File: config.mk
export PLATFORM = sky130hd
export DESIGN_NAME = uart_tx_flat
export DESIGN_NICKNAME = d
export VERILOG_FILES = /design/src/rtl/uart_pkg.sv /design/src/rtl/uart_tx_if.sv /design/src/rtl/uart_baud_cnt.sv /design/src/rtl/uart_tx.sv /design/src/flat_wrapper.sv
export SDC_FILE = /design/constraint.sdc
export NUM_CORES = 1
export LEC_CHECK = 0
export ABC_AREA = 1
export ABC_CLOCK_PERIOD_IN_PS = 2000
export CORE_UTILIZATION = 35
export DETAILED_ROUTE_END_ITERATION = 12
export PLACE_DENSITY = 0.6
export SLEW_MARGIN = 25
export SYNTH_ARGS = -nofsm -noshare
export SYNTH_HDL_FRONTEND = slang
export SYNTH_SLANG_ARGS = --single-unit
File: constraint.sdc
create_clock -name clock -period 2 [get_ports clock]
set_input_delay 0.3 -clock clock [delete_from_list [all_inputs] [get_ports clock]]
set_output_delay 0.3 -clock clock [all_outputs]
set_load 0.05 [all_outputs]
File: src/rtl/uart_pkg.sv
// Shared UART types and constants used by the transmitter, its FIFO-side
// interface and the bit-period counter.
package uart_pkg;

  localparam int DATA_BITS            = 8;
  localparam int DEFAULT_CLKS_PER_BIT = 868;

  typedef enum logic [2:0] {
    IDLE,
    START,
    DATA,
    PARITY,
    STOP
  } tx_state_t;

endpackage

File: src/rtl/uart_tx_if.sv
// First-word-fall-through read port between the transmit FIFO and the
// serialiser. The FIFO side is the master (it owns the data), the
// transmitter is the slave (it only pops).
interface uart_tx_if;
  import uart_pkg::*;

  logic                 tx_fifo_empty;
  logic [DATA_BITS-1:0] tx_data;
  logic                 tx_fifo_rd_en;

  modport master (
    output tx_fifo_empty,
    output tx_data,
    input  tx_fifo_rd_en
  );

  modport slave (
    input  tx_fifo_empty,
    input  tx_data,
    output tx_fifo_rd_en
  );

endinterface

File: src/rtl/uart_baud_cnt.sv
// Bit-period counter: counts clock cycles inside one serial bit and flags
// the last cycle of the bit. Written to be reused by the receiver.
module uart_baud_cnt
  import uart_pkg::*;
#(
  parameter int CLKS_PER_BIT = DEFAULT_CLKS_PER_BIT
) (
  input  logic clock,
  input  logic reset,
  input  logic clear,
  input  logic run,
  output logic bit_end
);

  localparam int              CNT_W = (CLKS_PER_BIT > 1) ? $clog2(CLKS_PER_BIT) : 1;
  localparam logic [CNT_W-1:0] LAST = CNT_W'(CLKS_PER_BIT - 1);

  logic [CNT_W-1:0] cnt_q;
  logic [CNT_W-1:0] cnt_d;

  // Only meaningful while a bit is being timed; idle never reports an edge.
  assign bit_end = run && (cnt_q == LAST);

  // Next count: clear restarts a bit period, otherwise wrap at the last cycle.
  always_comb begin
    cnt_d = cnt_q;
    if (clear) begin
      cnt_d = '0;
    end else if (run) begin
      cnt_d = bit_end ? '0 : cnt_q + CNT_W'(1);
    end
  end

  // Counter register.
  always_ff @(posedge clock) begin
    if (reset) begin
      cnt_q <= '0;
    end else begin
      cnt_q <= cnt_d;
    end
  end

endmodule

File: src/rtl/uart_tx.sv
// UART transmitter fed from a FWFT FIFO. Each popped byte is sent as a
// start bit, 8 data bits LSB first, an optional parity bit and 1 or 2 stop
// bits. A byte waiting at the end of the last stop bit is chained on with
// no idle gap.
module uart_tx
  import uart_pkg::*;
#(
  parameter int CLKS_PER_BIT = DEFAULT_CLKS_PER_BIT,
  parameter int PARITY_EN    = 0,
  parameter int PARITY_ODD   = 0,
  parameter int STOP_BITS    = 1
) (
  input  logic            clock,
  input  logic            reset,
  input  logic            tx_en,
  uart_tx_if.slave        fifo,
  output logic            tx_out,
  output logic            tx_busy,
  output logic            tx_done
);

  localparam int               IDX_W     = $clog2(DATA_BITS);
  localparam logic [IDX_W-1:0] LAST_IDX  = IDX_W'(DATA_BITS - 1);
  localparam logic             STOP_LAST = (STOP_BITS == 2);
  localparam logic             ODD_BIT   = (PARITY_ODD != 0);

  tx_state_t            state_q,    state_d;
  logic [DATA_BITS-1:0] shift_q,    shift_d;
  logic                 parity_q,   parity_d;
  logic [IDX_W-1:0]     bit_idx_q,  bit_idx_d;
  logic                 stop_idx_q, stop_idx_d;
  logic                 tx_out_q,   tx_out_d;
  logic                 busy_q,     busy_d;

  logic bit_end;
  logic last_stop;
  logic load;

  uart_baud_cnt #(
    .CLKS_PER_BIT(CLKS_PER_BIT)
  ) u_baud (
    .clock  (clock),
    .reset  (reset),
    .clear  (load),
    .run    (state_q != IDLE),
    .bit_end(bit_end)
  );

  // Reset outranks a pending pop so a byte is never lost to a reset cycle.
  assign last_stop = (state_q == STOP) && bit_end && (stop_idx_q == STOP_LAST);
  assign load      = !reset && tx_en && !fifo.tx_fifo_empty &&
                     ((state_q == IDLE) || last_stop);

  assign fifo.tx_fifo_rd_en = load;
  assign tx_done            = !reset && last_stop;
  assign tx_out             = tx_out_q;
  assign tx_busy            = busy_q;

  // Frame sequencing: loading a byte wins over every bit-end transition.
  always_comb begin
    state_d    = state_q;
    shift_d    = shift_q;
    parity_d   = parity_q;
    bit_idx_d  = bit_idx_q;
    stop_idx_d = stop_idx_q;
    tx_out_d   = tx_out_q;
    busy_d     = busy_q;
    if (load) begin
      shift_d  = fifo.tx_data;
      parity_d = (^fifo.tx_data) ^ ODD_BIT;
      state_d  = START;
      tx_out_d = 1'b0;
      busy_d   = 1'b1;
    end else if (bit_end) begin
      case (state_q)
        START: begin
          state_d   = DATA;
          tx_out_d  = shift_q[0];
          bit_idx_d = '0;
        end
        DATA: begin
          if (bit_idx_q != LAST_IDX) begin
            shift_d   = shift_q >> 1;
            tx_out_d  = shift_q[1];
            bit_idx_d = bit_idx_q + IDX_W'(1);
          end else if (PARITY_EN != 0) begin
            state_d  = PARITY;
            tx_out_d = parity_q;
          end else begin
            state_d    = STOP;
            tx_out_d   = 1'b1;
            stop_idx_d = 1'b0;
          end
        end
        PARITY: begin
          state_d    = STOP;
          tx_out_d   = 1'b1;
          stop_idx_d = 1'b0;
        end
        STOP: begin
          if (stop_idx_q != STOP_LAST) begin
            stop_idx_d = 1'b1;
          end else begin
            state_d = IDLE;
            busy_d  = 1'b0;
          end
        end
        default: begin
          state_d = IDLE;
        end
      endcase
    end
  end

  // State and line registers; the byte/parity holding registers need no reset.
  always_ff @(posedge clock) begin
    if (reset) begin
      state_q    <= IDLE;
      bit_idx_q  <= '0;
      stop_idx_q <= 1'b0;
      tx_out_q   <= 1'b1;
      busy_q     <= 1'b0;
    end else begin
      state_q    <= state_d;
      bit_idx_q  <= bit_idx_d;
      stop_idx_q <= stop_idx_d;
      tx_out_q   <= tx_out_d;
      busy_q     <= busy_d;
    end
    shift_q  <= shift_d;
    parity_q <= parity_d;
  end

endmodule

File: src/flat_wrapper.sv
// flat-port wrapper written by rule: the top's interface ports become plain ports
module uart_tx_flat import uart_pkg::*;
#(
  parameter int CLKS_PER_BIT = DEFAULT_CLKS_PER_BIT,
  parameter int PARITY_EN    = 0,
  parameter int PARITY_ODD   = 0,
  parameter int STOP_BITS    = 1
)
  (clock, reset, tx_en, tx_out, tx_busy, tx_done, fifo_tx_fifo_empty, fifo_tx_data, fifo_tx_fifo_rd_en);
  uart_tx_if fifo_i ();
  input  logic clock;
  input  logic reset;
  input  logic tx_en;
  output logic tx_out;
  output logic tx_busy;
  output logic tx_done;
  input wire logic [$bits(fifo_i.tx_fifo_empty)-1:0] fifo_tx_fifo_empty;
  input wire logic [$bits(fifo_i.tx_data)-1:0] fifo_tx_data;
  output wire logic [$bits(fifo_i.tx_fifo_rd_en)-1:0] fifo_tx_fifo_rd_en;
  assign fifo_i.tx_fifo_empty = fifo_tx_fifo_empty;
  assign fifo_i.tx_data = fifo_tx_data;
  assign fifo_tx_fifo_rd_en = fifo_i.tx_fifo_rd_en;
  uart_tx #(.CLKS_PER_BIT(CLKS_PER_BIT), .PARITY_EN(PARITY_EN), .PARITY_ODD(PARITY_ODD), .STOP_BITS(STOP_BITS)) u_core (.clock(clock), .reset(reset), .tx_en(tx_en), .fifo(fifo_i), .tx_out(tx_out), .tx_busy(tx_busy), .tx_done(tx_done));
endmodule
After elaboration in Yosys (flattened, before gate mapping)
Cells that the tools add are included.

storage, ports and cells
  flip-flop bits (word level) = 27
  input port bits = 12

cells by class
  bitwise logic cells = 2
  equality and inequality tests = 12
  add/subtract/negate cells = 2
  multiplexer cells = 23
  reduce and logical (&&, ||, !) cells = 27

operators by type and width
  cell                   number
  $mux 8                 4
  $pmux 3 s4             1
  $reduce_and 3->1       4
  $mux 1                 11
  $add 10x1->10 const B  1
  $eq 10x10->1 const B   1
  $mux 10                1
  $reduce_bool 2->1      5
  $mux 3                 3
  $ne 3x3->1 const B     3
  $reduce_and 4->1       2
  $logic_and 1x1->1      7
  $eq 3x2->1 const B     2
  $ne 2x2->1 const B     3
  $pmux 1 s3             2
  $pmux 3 s2             1
  $reduce_bool 3->1      2
  $reduce_bool 4->1      1
  $add 3x1->3 const B    1
  $eq 3x1->1 const B     1
  $eq 3x3->1 const B     1
  $logic_not 3->1        1
  $logic_not 1->1        2
  $ne 2x1->1 const B     1
  4 further kinds        5

Depth between registers and ports, before layout
  word-level depth = 8
  gate-level depth with buffers = 10
  gate-level depth less buffers = 10

Hierarchy
From an unflattened synthesis, not the netlist that was laid out.

unflattened totals
  cell total of the unflattened synthesis = 177
  area total of the unflattened synthesis = 1428.9 um^2

modules (own cells, without submodules)
  module         cells an instance  times used  seq. area each (um^2)  area each (um^2)
  uart_tx        101                1           400.4                  857.1
  uart_baud_cnt  76                 1           200.2                  571.8

Worst setup path before layout
OpenSTA, ideal clock, no wires.

  path type = reg2out
  start point = register u_core.state_q[2]
  end point = output port tx_done
  cell stages (with the launch flop) = 7
  slack = 20 ps
  required time = 1700 ps
  arrival = 1680 ps
  path through = dfxtp_1 inv_1 nand2_2 inv_2 nor3_1 nand3_1 nor2_1

between the ends
  word-level cells in the longest chain between the ends = 5
  elaborated cells between the ends (all ways) = 6

RTL lines
  what                                RTL line             source
  start, declared                     uart_tx.sv:27        tx_state_t state_q, state_d;
  start signal, assigned              uart_tx.sv:124       state_q <= state_d;
  $reduce_bool 3->1                   uart_tx.sv:45        .run (state_q != IDLE),
  $logic_and 1x1->1                   uart_baud_cnt.sv:22  assign bit_end = run && (cnt_q == LAST);
  $logic_and 1x1->1 (*) (2 in a row)  uart_tx.sv:50        assign last_stop = (state_q == STOP) && bit_end && (stop_idx_q == STOP_LAST);
  $logic_and 1x1->1 (*)               uart_tx.sv:55        assign tx_done = !reset && last_stop;
  end, declared                       flat_wrapper.sv:16   output logic tx_done;

Mark *: on every way between the ends. The rest lies on a longest branch, timed or not.

Worst setup path after layout
  start point = register u_core.u_baud.cnt_q[1]
  end point = output port fifo_tx_fifo_rd_en

between the ends
  word-level cells in the longest chain between the ends = 6

RTL lines
  what                            RTL line             source
  start, declared                 uart_baud_cnt.sv:18  logic [CNT_W-1:0] cnt_q;
  start signal, assigned          uart_baud_cnt.sv:39  cnt_q <= cnt_d;
  $eq 10x10->1                    uart_baud_cnt.sv:22
  $logic_and 1x1->1               uart_baud_cnt.sv:22
  $logic_and 1x1->1 (2 in a row)  uart_tx.sv:50
  $logic_or 1x1->1                uart_tx.sv:52        ((state_q == IDLE) || last_stop);
  $logic_and 1x1->1               uart_tx.sv:51        assign load = !reset && tx_en && !fifo.tx_fifo_empty &&
  end, declared                   flat_wrapper.sv:19   output wire logic [$bits(fifo_i.tx_fifo_rd_en)-1:0] fifo_tx_fifo_rd_en;

Every way passes these cells.

==> metrics.txt <==
# TYPE chip_impl_metric gauge
chip_impl_metric{name="die_width",unit="microns"} 64.8
chip_impl_metric{name="drt_first_pass_iters",unit=""} 4
chip_impl_metric{name="cts_buffer_depth",unit=""} 2
chip_impl_metric{name="slew_headroom",unit="%"} 66.8
chip_impl_metric{name="gp_congestion",unit=""} 0.813
chip_impl_metric{name="met2RoutedLength",unit="microns"} 1360
chip_impl_metric{name="post_synth_xor_area_fraction",unit="%"} 2.54
chip_impl_metric{name="buffers_plus_inverters_on_the_worst_setup_path",unit=""} 2
chip_impl_metric{name="synthesis.nets",unit=""} 207
chip_impl_info{name="highest_layer",value="met4"} 1
chip_impl_metric{name="required",unit="ns"} 1.70
chip_impl_metric{name="reg2regPathDepth",unit=""} 9
chip_impl_metric{name="critical_path_peak_fanout",unit=""} 8
chip_impl_metric{name="grt.total_usage",unit="%"} 15.0
chip_impl_metric{name="total_met3_wirelength_after_detailed_routing",unit="microns"} 66
chip_impl_metric{name="layout-area-overhead-vs-synth",unit="%"} 28.9
chip_impl_info{name="synth_top_family_by_area",value="simple AND/OR/NAND/NOR gates"} 1
chip_impl_metric{name="overflow_after_grt",unit=""} 0
chip_impl_metric{name="power.static_leakage",unit="nW"} 0.733
chip_impl_metric{name="first_global_vias",unit=""} 1184
chip_impl_metric{name="die_height",unit="microns"} 64.8
chip_impl_metric{name="placedCellCount",unit=""} 263
chip_impl_info{name="run_status",value="finished, final reports clean"} 1
chip_impl_metric{name="nNetsFinal",unit=""} 236
chip_impl_metric{name="power.ir.vdd_worst",unit="uV"} 475
chip_impl_metric{name="tightest_slew",unit="ns"} 0.497
chip_impl_metric{name="avgViaCountPerCell",unit=""} 4.55
chip_impl_metric{name="detail_route.wirelength.met1",unit="microns"} 1450
chip_impl_metric{name="yosys_register_bits",unit=""} 26
chip_impl_metric{name="dieArea",unit="sq um"} 4200
chip_impl_info{name="cp-endpoint",value="fifo_tx_fifo_rd_en"} 1
chip_impl_metric{name="drt.antenna.violating_nets",unit=""} 0
chip_impl_metric{name="finalSetupViolCount",unit=""} 0
chip_impl_metric{name="total_non_filler_cell_area_in_the_finished_layout",unit="sq um"} 1780
chip_impl_metric{name="post_detailed_routing_wire_length",unit="microns"} 2900
chip_impl_metric{name="max_stage_delay",unit="ns"} 0.37
chip_impl_info{name="cts_tree",value="done"} 1
chip_impl_metric{name="timing.fmax",unit="MHz"} 532
chip_impl_metric{name="cts_inserted_buffers",unit=""} 3
chip_impl_metric{name="netlist.area_leader.share",unit="%"} 26.1
chip_impl_metric{name="timing.max_cap.violations",unit=""} 0
chip_impl_metric{name="via_count",unit=""} 1219
chip_impl_metric{name="synthesis.yosys.warnings",unit=""} 0
chip_impl_metric{name="p_per_area",unit="nW/um^2"} 616
chip_impl_info{name="cts.root.buffer_cell",value="clkbuf_8"} 1
chip_impl_metric{name="number_of_max_slew_violations_in_the_final_report",unit=""} 0
chip_impl_info{name="critical_path.reg2reg.endpoint",value="u_core.shift_q[6]"} 1
chip_impl_metric{name="placedInstanceArea",unit="sq um"} 1650
chip_impl_metric{name="num_rows",unit=""} 22
chip_impl_metric{name="syn_area_per_cell",unit="sq um"} 7.19
chip_impl_info{name="cp-end-kind",value="output port"} 1
chip_impl_metric{name="synth-simple-area-share",unit="%"} 36.9
chip_impl_metric{name="grt_pass1_wl",unit="microns"} 4990
chip_impl_metric{name="clock_insertion_delay_worst_skew",unit="ns"} 0.27
chip_impl_metric{name="htreeDepth",unit=""} 1
chip_impl_metric{name="cp_data_arrival_time",unit="ns"} 1.58
chip_impl_metric{name="avgRoutedWirePerCell",unit="microns"} 10.8
chip_impl_metric{name="start_util",unit="%"} 37.1
chip_impl_metric{name="instance_count_on_the_critical_path",unit=""} 8
chip_impl_metric{name="synth-compound-area-share",unit="%"} 6.44
chip_impl_info{name="hp-class",value="register to register"} 1
chip_impl_metric{name="hold_buffers",unit=""} 0
chip_impl_metric{name="number_of_antenna_violations_at_the_first_check_in_global_routing",unit=""} 0
chip_impl_info{name="crit-reg2reg-launch",value="u_core.u_baud.cnt_q[1]"} 1
chip_impl_metric{name="distinct_cell_type_count_after_synthesis",unit=""} 24
chip_impl_metric{name="post-route-worst-setup-slack",unit="ns"} 0.119
chip_impl_metric{name="layout-drive-gt1-share",unit="%"} 16.4
chip_impl_metric{name="port_buffers",unit=""} 15
chip_impl_metric{name="synth-adder-area-share",unit="%"} 2.72
chip_impl_info{name="cp_top_family",value="simple AND/OR/NAND/NOR gates"} 1
chip_impl_metric{name="fraction_of_synthesized_area_in_multiplexers",unit="%"} 0
chip_impl_info{name="cp-start-kind",value="register"} 1
chip_impl_metric{name="drt_drc_violations_left",unit=""} 0
chip_impl_metric{name="dp_slack",unit="ns"} 0.147
chip_impl_metric{name="core_region_area",unit="sq um"} 3720
chip_impl_metric{name="finalHoldViolations",unit=""} 0
chip_impl_metric{name="clock_skew",unit="ns"} 0.00788
chip_impl_metric{name="count_of_inserted_antenna_diode_cells",unit=""} 0
chip_impl_info{name="path_class",value="register to output port"} 1
chip_impl_metric{name="syn_inst",unit=""} 192
chip_impl_metric{name="final_worst_path_cycle_share",unit="%"} 94.1
chip_impl_metric{name="ios",unit=""} 16
chip_impl_metric{name="drtIter0Drc",unit=""} 55
chip_impl_info{name="crit_path_cell_trace",value="ha_4 -> nand3_2 -> nor2_4 -> nand4_2 -> nand2_2 -> nand2_4 -> clkinvlp_4 -> buf_8"} 1
chip_impl_metric{name="clock_sink_count",unit=""} 26
chip_impl_metric{name="yosysSeqAreaShare",unit="%"} 43.5
chip_impl_metric{name="period_minus_slack",unit="ns"} 1.88
chip_impl_metric{name="grt_max_degree",unit=""} 16
chip_impl_metric{name="r2r_slack",unit="ns"} 0.23
chip_impl_metric{name="mappedNetlistArea",unit="sq um"} 1380
chip_impl_info{name="startpoint",value="u_core.u_baud.cnt_q[1]"} 1
chip_impl_info{name="netlist_top_cells_area",value="dfxtp_1 26%, edfxtp_1 17%, nand2_1 15%"} 1
chip_impl_metric{name="dp_hpwl",unit="microns"} 2200
chip_impl_metric{name="fin_cells",unit=""} 268
chip_impl_info{name="cp_slowest_cell",value="dfxtp_2"} 1
chip_impl_info{name="yosysTopAreaCell",value="dfxtp_1"} 1
chip_impl_metric{name="clk_pin_slew_worst_paths",unit="ns"} 0.09
[report_power, final]
part | internal [mW] | switching, mW | leakage (nW)
registers | 0.554 | 0.00540 | 0.219
logic | 0.0463 | 0.0557 | 0.479
clock network | 0.268 | 0.167 | 0.0357
[layout make-up]
type                            instances  area [sq um]
Timing Repair Buffer                   25           240
Multi-Input combinational cell        139           703
Fill cell                             382          1940
Tap cell                               48          60.1
Clock buffer                            3          41.3
Clock inverter                          1          30.0
Sequential cell                        26           603
Inverter                               26           101
[registers in the layout, summed over array words and instances, names as in the netlist]
register	count
u_core.u_baud.cnt_q	10
u_core.shift_q	8
u_core.tx_busy	1
u_core.bit_idx_q	3
u_core.state_q	3
u_core.tx_out	1
[worst min-delay path by stage]
| stage | end | from | slack [ns] | cells past startpoint |
|---|---|---|---|---|
| 2_1_floorplan | u_core.state_q[0] | reset | 0.37 | 1 |
| 3_3_place_gp | u_core.state_q[0] | u_core.state_q[0] | 0.48 | 2 |
| 3_5_place_dp | u_core.state_q[0] | u_core.state_q[0] | 0.48 | 2 |
| 4_1_cts | u_core.state_q[0] | u_core.state_q[0] | 0.49 | 2 |
| 5_1_grt | u_core.tx_busy | u_core.tx_busy | 0.51 | 2 |
| 6_report | u_core.tx_busy | u_core.tx_busy | 0.49 | 2 |
[cell usage after synthesis]
master and number:
nand2_2 4, inv_1 24, buf_6 1, o21ai_0 11, nand3_2 2, a21oi_1 2, xor2_1 4, nand3b_1 1
nand3_1 6, nand2_4 1, edfxtp_1 8, nand4_1 4, ha_1 3, inv_2 1, clkinv_1 1, nand2_1 54
nand4_2 1, o21bai_1 1, dfxtp_1 18, o211ai_1 1, o311ai_0 1, nor2_1 36, nor3_1 3, nor2_2 4
[per-stage QoR]
step,hold slack (ns),util (%),TNS [ns],power [mW]
floorplan,0.369,-,0,0.622
global placement,0.476,44.5,0,0.670
detailed placement,0.476,44.5,0,0.670
CTS,0.492,46.6,0,1.11
global route,0.513,47.9,-0.0308,1.14
finish,0.490,47.9,0,1.10
[per-layer routing]
| metal | track usage, % | vias up |
|---|---|---|
| met1 | 20.0 | 536 |
| met5 | 0 | - |
| met3 | 3.87 | 2 |
| met2 | 25.4 | 17 |
| met4 | 0.833 | 0 |
| li1 | - | 664 |
[tightest hold or removal path, cell delays in order (launching register included)]
cell     delay [ns]
dfxtp_1        0.33
nand2_1        0.07
a21oi_1        0.06
[what timing repair did]
item                       in CTS  in global routing
setup buffers                   0                  1
setup endpoints to repair       2                 10
pin swaps                       0                  3
gates resized for setup         2                 10
[kinds of logic after synthesis]
family | Yosys count
AO/OA/AOI/OAI | 16
XOR/XNOR | 4
adder cells (fa/ha/maj) | 3
buffers and inverters | 27
flip-flops | 26
AND/OR/NAND/NOR | 116
[cell usage in the layout, fill, tap and decap left out, types with 2 or more instances in the layout]
cell type | Yosys | layout
inv_1 | 24 | 24
nor3_1 | 3 | 2
nand2_1 | 54 | 53
nor2_1 | 36 | 35
buf_4 | 0 | 10
nand4_1 | 4 | 4
dfxtp_2 | 0 | 2
nand3_2 | 2 | 2
xor2_1 | 4 | 4
ha_1 | 3 | 2
clkdlybuf4s50_1 | 0 | 13
o21ai_0 | 11 | 11
dfxtp_1 | 18 | 16
clkbuf_8 | 0 | 3
nor2_4 | 0 | 2
nand3_1 | 6 | 6
a21oi_1 | 2 | 2
nand2_2 | 4 | 5
nor2_2 | 4 | 3
edfxtp_1 | 8 | 8
(Power assumes the default switching activity.)
